<file path="src/rtl/tsu_mq_pkg.sv">
// Shared sizing helpers and entry field offsets for the multi-channel timestamp queue.
package tsu_mq_pkg;

   function automatic int calc_chw(input int nch);
      if (nch <= 1) begin
         return 1;
      end else begin
         return $clog2(nch);
      end
   endfunction

   function automatic int calc_aw(input int depth);
      return $clog2(depth);
   endfunction

   function automatic int ts_lsb();
      return 0;
   endfunction

   function automatic int info_lsb(input int ts_w);
      return ts_w;
   endfunction

   function automatic int ch_lsb(input int ts_w, input int info_w);
      return ts_w + info_w;
   endfunction

endpackage

</file>
<file path="src/rtl/tsu_sfifo.sv">
// Single-clock show-ahead FIFO; head entry is presented combinationally, zero when empty.
module tsu_sfifo
   import tsu_mq_pkg::*;
#(
   parameter int WIDTH = 8,
   parameter int DEPTH = 16,
   localparam int AW = calc_aw(DEPTH)
) (
   input  logic             clk,
   input  logic             rst_n,
   input  logic             clr,
   input  logic             wr_en,
   input  logic [WIDTH-1:0] wr_data,
   input  logic             rd_en,
   output logic [WIDTH-1:0] rd_data,
   output logic [AW:0]      used,
   output logic             full,
   output logic             empty
);

   logic [WIDTH-1:0] mem [DEPTH];
   logic [AW-1:0]    wr_ptr;
   logic [AW-1:0]    rd_ptr;
   logic [AW:0]      count_next;
   logic             push;
   logic             pop;

   // Write is accepted when not full, or when a pop frees a slot on the same edge.
   always_comb begin
      pop   = rd_en & (used != '0);
      push  = wr_en & (~full | pop);
      empty = (used == '0);
      case ({push, pop})
         2'b10:   count_next = used + (AW+1)'(1);
         2'b01:   count_next = used - (AW+1)'(1);
         default: count_next = used;
      endcase
      if (used != '0) begin
         rd_data = mem[rd_ptr];
      end else begin
         rd_data = '0;
      end
   end

   // Pointer and occupancy registers; pointers wrap naturally as DEPTH is a power of two.
   always_ff @(posedge clk) begin
      if (!rst_n) begin
         wr_ptr <= '0;
         rd_ptr <= '0;
         used   <= '0;
         full   <= 1'b0;
      end else if (clr) begin
         wr_ptr <= '0;
         rd_ptr <= '0;
         used   <= '0;
         full   <= 1'b0;
      end else begin
         if (push) begin
            wr_ptr <= wr_ptr + AW'(1);
         end
         if (pop) begin
            rd_ptr <= rd_ptr + AW'(1);
         end
         used <= count_next;
         full <= (count_next == (AW+1)'(DEPTH));
      end
   end

   // Storage array; contents are don't-care while the matching slot is not occupied.
   always_ff @(posedge clk) begin
      if (push) begin
         mem[wr_ptr] <= wr_data;
      end
   end

endmodule

</file>
<file path="src/rtl/tsu_mq.sv">
// Multi-channel timestamp queue: per-channel capture slots merged round-robin into a show-ahead FIFO.
module tsu_mq
   import tsu_mq_pkg::*;
#(
   parameter int NCH    = 4,
   parameter int TS_W   = 30,
   parameter int INFO_W = 18,
   parameter int DEPTH  = 16,
   localparam int CHW = calc_chw(NCH),
   localparam int AW  = calc_aw(DEPTH),
   localparam int EW  = CHW + INFO_W + TS_W
) (
   input  logic                  clk,
   input  logic                  rst_n,
   input  logic [TS_W-1:0]       rtc_time,
   input  logic [NCH-1:0]        ev_valid,
   input  logic [NCH*INFO_W-1:0] ev_info,
   input  logic                  q_clr,
   input  logic                  q_rd_en,
   output logic                  q_rd_valid,
   output logic [EW-1:0]         q_rd_data,
   output logic [AW:0]           q_rd_used,
   output logic                  q_full,
   output logic [15:0]           q_drop_cnt
);

   localparam int SW = INFO_W + TS_W;

   logic [NCH-1:0] slot_valid;
   logic [SW-1:0]  slot_data [NCH];
   logic [CHW-1:0] ptr;
   logic [CHW-1:0] grant;
   logic           grant_valid;
   logic           pop;
   logic           wr_ok;
   logic           wr_en;
   logic [NCH-1:0] drained;
   logic [NCH-1:0] load;
   logic [NCH-1:0] drop;
   logic [4:0]     ndrop;
   logic [16:0]    drop_sum;
   logic [15:0]    drop_next;
   logic           fifo_full;
   logic           fifo_empty;
   logic [EW-1:0]  wr_data;

   // Round-robin pick: scan offsets high to low so the nearest valid slot at/after ptr wins.
   always_comb begin
      grant       = '0;
      grant_valid = 1'b0;
      for (int k = NCH - 1; k >= 0; k--) begin
         int idx;
         idx = (int'(ptr) + k) % NCH;
         if (slot_valid[CHW'(idx)]) begin
            grant       = CHW'(idx);
            grant_valid = 1'b1;
         end else begin
            grant_valid = grant_valid;
         end
      end
   end

   // Slot load/drop decisions and saturating drop accumulation.
   always_comb begin
      pop     = q_rd_en & ~fifo_empty;
      wr_ok   = ~fifo_full | pop;
      wr_en   = grant_valid & wr_ok;
      wr_data = {grant, slot_data[grant]};
      ndrop   = '0;
      for (int i = 0; i < NCH; i++) begin
         drained[i] = wr_en & (grant == CHW'(i));
         load[i]    = ev_valid[i] & (~slot_valid[i] | drained[i]);
         drop[i]    = ev_valid[i] & slot_valid[i] & ~drained[i];
         ndrop      = ndrop + 5'(drop[i]);
      end
      drop_sum = {1'b0, q_drop_cnt} + 17'(ndrop);
      if (drop_sum[16]) begin
         drop_next = 16'hFFFF;
      end else begin
         drop_next = drop_sum[15:0];
      end
   end

   // Capture slots, arbiter pointer and drop counter; flush behaves like reset.
   always_ff @(posedge clk) begin
      if (!rst_n || q_clr) begin
         slot_valid <= '0;
         ptr        <= '0;
         q_drop_cnt <= 16'h0000;
         for (int i = 0; i < NCH; i++) begin
            slot_data[i] <= '0;
         end
      end else begin
         for (int i = 0; i < NCH; i++) begin
            if (load[i]) begin
               slot_valid[i] <= 1'b1;
               slot_data[i]  <= {ev_info[i*INFO_W +: INFO_W], rtc_time};
            end else if (drained[i]) begin
               slot_valid[i] <= 1'b0;
            end
         end
         if (wr_en) begin
            if (grant == CHW'(NCH - 1)) begin
               ptr <= '0;
            end else begin
               ptr <= grant + CHW'(1);
            end
         end
         q_drop_cnt <= drop_next;
      end
   end

   tsu_sfifo #(
      .WIDTH (EW),
      .DEPTH (DEPTH)
   ) u_fifo (
      .clk     (clk),
      .rst_n   (rst_n),
      .clr     (q_clr),
      .wr_en   (wr_en),
      .wr_data (wr_data),
      .rd_en   (q_rd_en),
      .rd_data (q_rd_data),
      .used    (q_rd_used),
      .full    (fifo_full),
      .empty   (fifo_empty)
   );

   assign q_rd_valid = ~fifo_empty;
   assign q_full     = fifo_full;

endmodule

</file>
<file path="config.mk">
export PLATFORM = sky130hd
export DESIGN_NAME = tsu_mq
export DESIGN_NICKNAME = d
export VERILOG_FILES = /design/src/rtl/tsu_mq_pkg.sv /design/src/rtl/tsu_sfifo.sv /design/src/rtl/tsu_mq.sv
export SDC_FILE = /design/constraint.sdc
export NUM_CORES = 1
export LEC_CHECK = 0
export ABC_CLOCK_PERIOD_IN_PS = 6900
export BUFFER_PORTS_ARGS = -buffer_cell sky130_fd_sc_hd__buf_2
export CAP_MARGIN = 10
export CORE_MARGIN = 4
export CORE_UTILIZATION = 50
export CTS_CLUSTER_SIZE = 25
export DETAILED_ROUTE_END_ITERATION = 6
export PLACE_DENSITY = 0.69
export REMOVE_ABC_BUFFERS = 1
export SLEW_MARGIN = 15
export SYNTH_ARGS = -nofsm -noshare
export SYNTH_HDL_FRONTEND = slang
export SYNTH_SLANG_ARGS = --single-unit
</file>
<file path="constraint.sdc">
create_clock -name clk -period 6.9 [get_ports clk]
set_input_delay 0.345 -clock clk [delete_from_list [all_inputs] [get_ports clk]]
set_output_delay 0.345 -clock clk [all_outputs]
set_load 0.01 [all_outputs]
</file>
Word level (Yosys, flattened, before mapping). Memory sizes are Yosys's and may differ from the RTL's. A register that Yosys moved wholly into a read port is not among the register bits. Cells that the tools add are included. Widths: inputs -> output; s select.

RAM bits: 992. Register bits: 36. Bits of input ports: 110. Output and inout bits: 73. Word-level logic and storage cells: 139. Memories kept: 2.

Memories: u_fifo.mem (words 16, bits a word 50, rd ports 1, clocked after Yosys merged registers in 1, wr ports 1, line tsu_sfifo.sv:21) `logic [WIDTH-1:0] mem [DEPTH];`; slot_data (words 4, bits a word 48, rd ports 1, clocked after Yosys merged registers in 0, wr ports 4, line tsu_mq.sv:30) `logic [SW-1:0] slot_data [NCH];`.

Reductions and logical operators: 10. Equality and inequality tests: 6. Muxes and demuxes: 54. $lt $le $gt $ge: 4. $add $sub $neg: 12. Bitwise operators: 41.

Operator list (count): $mux 48 (4); $mux 50 (1); $mux 1 (36); $and 1x1->1 (20); $add 16x4->17 (1); $lt 2x4->1 const B (4); $mux 16 (1); $not 1->1 (11); $mux 2 (5); $or 1x1->1 (10); $pmux 5 s2 (1); $add 4x1->4 const B (2); $bmux 1 s2 (4); $mux 4 (2); $reduce_bool 2->1 (4); $eq 2x2->1 const B (3); $add 5x1->5 const B (1); $eq 5x5->1 const B (1); $logic_not 5->1 (1); $reduce_bool 5->1 (1); $sub 5x1->5 const B (1); $add 2x1->2 const B (2); $add 2x2->2 const B (2); $add 3x1->4 (1); 7 further kinds (8).

Depth between registers and ports, before layout.
Word-level depth: 17. Gate-level depth with buffers: 20. Depth with buffers taken out: 16.

Hierarchy. Synthesis repeated with hierarchy kept, for this count alone.

Cells, all modules: 2163. Area, all modules: 41377.2 um^2.

By module, submodules not included: tsu_sfifo (times used 1, area an instance 31233.7 um^2, cells each 1337); tsu_mq (times used 1, area an instance 10143.5 um^2, cells each 826).

Worst setup path after synthesis. No wires, ideal clock.

Path type: register to register. Start point: register u_fifo.used[0]. End point: memory u_fifo.mem[3][0] in the netlist's numbering (enable). Data required time: 6.381 ns. Path slack: 1.595 ns. Library setup time: 0.519 ns. Cell stages (with the launch flop): 6. Buffers on the path: 1. Clock period less this slack: 5.305 ns. Arrival: 4.785 ns. Path through: dfxtp_1 -> nor3_4 -> a211oi_4 -> clkbuf_1 -> nand2_1 -> nor3_1.

Longest elaborated chain between the ends: 8.

Ends and longest elaborated chain: start: declaration (line tsu_sfifo.sv:16) `output logic [AW:0] used,`; start signal: assignment (line tsu_sfifo.sv:64) `used <= count_next;`; $logic_not 5->1 (line tsu_sfifo.sv:32) `empty = (used == '0);`; $not 1->1 (line tsu_mq.sv:65) `pop = q_rd_en & ~fifo_empty;`; $and 1x1->1 (line tsu_mq.sv:65); $or 1x1->1 (line tsu_mq.sv:66) `wr_ok = ~fifo_full | pop;`; $and 1x1->1 (line tsu_mq.sv:67) `wr_en = grant_valid & wr_ok;`; $and 1x1->1 (*) (line tsu_sfifo.sv:31) `push = wr_en & (~full | pop);`; $mux 1 (*) (line tsu_sfifo.sv:71) `if (push) begin`; $mux 1 (not written as such) (*) (line tsu_sfifo.sv:72) `mem[wr_ptr] <= wr_data;`; end: declaration (line tsu_sfifo.sv:21).

Mark *: on every way between the ends. The rest lies on a longest branch, timed or not.

==> impl_metrics.toml <==
[floorplan]
fp.dieH_um = 296
start_util_pct = 50.5
core_um2 = 82100
io_pins = 183
core.rowCount = 105
dieWidth_um = 296
die_area_um2 = 87500

[grt]
grt_antenna_before_repair = 7
grt_pass1_wl_um = 140000
grt_pass1_vias = 22530
grt_max_degree = 117
gr-total-overflow = 0
track_usage_pct = 21.4

[synthesis]
synth.area.mux_share_pct = 16.7
synthFlopType = "edfxtp_1"
synth_common_cells = "edfxtp_1, mux2i_1, and2_1"
synth_area_leaders = "edfxtp_1, mux4_2, mux2i_1"
syn_inst = 2165
synth_edf_count = 992
yosys.area_share.simple_pct = 4.37
synthArstFlopShare_pct = 0
syn_avg_cell_area_um2 = 19.1
seq_area_frac_synth_pct = 73.8
synth_most_common_cell = "edfxtp_1"
synth_cell_types = 53
synth_xor_area_share_pct = 0.402
synth_top_area_share_pct = 71.9
synth_area_leader_cell = "edfxtp_1"
synth-adder-area-share_pct = 0.556
ys_seq_elements = 1032
netlist_area_um2 = 41400
synth-compound-area-share_pct = 2.56
synth_top_family_by_area = "multiplexers"
yosysWarningCount = 0

[finish]
ff_latch_area_um2 = 30600
postLayoutCoreUtil_pct = 58.4
drive_gt1_share_pct = 25.8
fillers = 5907
multi_input_area_um2 = 10500
area_growth_pct = 15.8
stdcell_count = 3625
postLayoutCellArea_um2 = 48000
fin_nets = 2592

[run_status]
status = "complete, no violations"

[sta]
finalSetupViolations = 0
finalWorstSetupSlack_ns = 2.77
hold_viol_final = 0
tightestPinTransition_ns = 1.15
tns_ns = 0
skew_ns = 0.0289
fin_crit_sh_pct = 59.9
fmax_mhz = 242
relSlewSlack_pct = 21.3
rsz0062_at_grt = "no"
report.final.slew_viol_count = 0
final.min_clock_period_ns = 4.13

[worst_setup_path]
crit_arrival_ns = 3.79
start_kind = "flip-flop"
ff2ff_setup_slack_ns = 2.87
crit_path_end_kind = "output pin"
path_class = "reg2out"
critPathMaxFanout = 116
cp.required_ns = 6.55

[clock_network]
clk_latency_ns = 0.65
cts_made_buffers = 101
root_buffer = "clkbuf_16"
cts.clk_slew.worst_paths_ns = 0.06
clock_sinks = 1032
cts_setup_buffers = 0
h-tree-depth = 3
cts_tree = "built"
clk_path_buf_depth = 3

[place]
post-place-ws_ns = 2.89
hpwl_um = 49000
placed_area_um2 = 43700
io_buffers = 182
dp.cells = 3335
gp_congestion = 0.783

[route]
wl_met3_um = 6550
drt-met1-wl_um = 38600
vias = 21195
dr.max_layer_used = "met4"
routedWlPerCell_um = 25.8
drtIter0Drc = 1976
wl_met2_um = 46700
wirelength_um = 93500
ant_nets = 0
first_pass_iters = 7
drcViolationCount = 0
vias_per_cell = 5.85

[power]
p_per_area_nw_per_um2 = 276
p_leak_nw = 16.0
ir_drop_mv = 0.187

[job]
drv_cap = 0

[worst_hold_path]
holdCritPathClass = "in2reg"
layout make-up:
cell class / instances / share of cell area, %
Inverter: 20 / 0.156
Tap cell: 1070 / 2.79
Clock buffer: 126 / 5.57
Sequential cell: 1032 / 63.8
Clock inverter: 63 / 1.06
Timing Repair Buffer: 320 / 4.65
Antenna cell: 3 / 0.0156
Multi-Input combinational cell: 991 / 22.0
state kept, by name, summed over array words and instances (netlist names), named ones only:
register	flops
u_fifo.used	5
ptr	2
u_fifo.wr_ptr	4
u_fifo.mem	800
q_drop_cnt	16
u_fifo.full	1
slot_data	192
u_fifo.rd_ptr	4
slot_valid	4
layout by cell type, fill, tap and decap left out, types with 6 or more instances in the layout:
cell type and instances:
dfxtp_1 37, nor2_1 29, mux4_2 177, xnor2_1 6
buf_2 182, nand3_1 7, bufinv_16 7, clkbuf_16 103
nand2_1 30, clkbuf_1 22, nor2_4 12, xor2_1 13
buf_4 37, mux2i_2 33, mux2i_1 208, edfxtp_1 992
mux2_2 48, clkinv_1 26, o22ai_1 48, a211oi_1 23
o21ai_0 30, nor2b_1 6, dlygate4sd3_1 98, clkinvlp_4 7
inv_1 18, clkinv_2 18, ha_1 12, and2_1 192
a21oi_1 46
per-stage QoR:
| stage | hold WS, ns | power (mW) |
|---|---|---|
| finish | 0.0287 | 13.2 |
| global route | 0.0170 | 13.7 |
| CTS | 0.00222 | 13.3 |
| detailed placement | 0.515 | 8.03 |
| global placement | 0.494 | 7.99 |
| floorplan | 0.466 | 7.81 |
critical path, cell delays in order (launching register included):
cell and delay, ns:
dfxtp_4 0.90, buf_12 0.68, mux4_2 0.59, o21ai_0 0.33
o22ai_1 0.20, buf_2 0.23
timing repair:
item                                   CTS  global route
hold buffers                            98             0
gates resized for setup                  0             0
endpoints found under the hold margin  144             0
routing by layer:
metal | vias to the layer above | global-route usage (%)
li1 | 9261 | -
met1 | 11048 | 29.8
met2 | 760 | 35.7
met3 | 126 | 3.83
met4 | 0 | 5.31
met5 | - | 0
final timing paths:
| path | startpoint | end | cells after the start |
|---|---|---|---|
| setup / recovery | flip-flop | q_rd_data[27] | 5 |
| hold / removal | ev_info[18] | slot_data[1][30]$_SDFFCE_PN0P_ | 2 |
| setup reg to reg | slot_valid[1]$_SDFFE_PP0P_ | q_drop_cnt[4]$_SDFF_PP0_ | 16 |
| hold reg to reg | u_fifo.wr_ptr[1]$_SDFFE_PP0P_ | u_fifo.wr_ptr[1]$_SDFFE_PP0P_ | 2 |
cell families (layout without fill, tap and decap cells):
| group | count (synthesis) | count (layout) |
|---|---|---|
| AOI/OAI and AO/OA | 174 | 174 |
| DFF | 1032 | 1032 |
| other | 0 | 3 |
| and+or+nand+nor | 316 | 316 |
| muxes | 466 | 466 |
| adders and majority gates | 16 | 16 |
| xor gates and xnor gates | 19 | 19 |
| buffers and inverters | 142 | 529 |
where the power goes:
group	switching [mW]	internal [mW]	leakage (nW)	total, mW
logic	0.512	0.313	4.46	0.825
registers	0.0444	7.09	9.96	7.13
clock network	2.27	3.01	1.54	5.28
total	2.83	10.4	16.0	13.2
(Power assumes the default switching activity.)
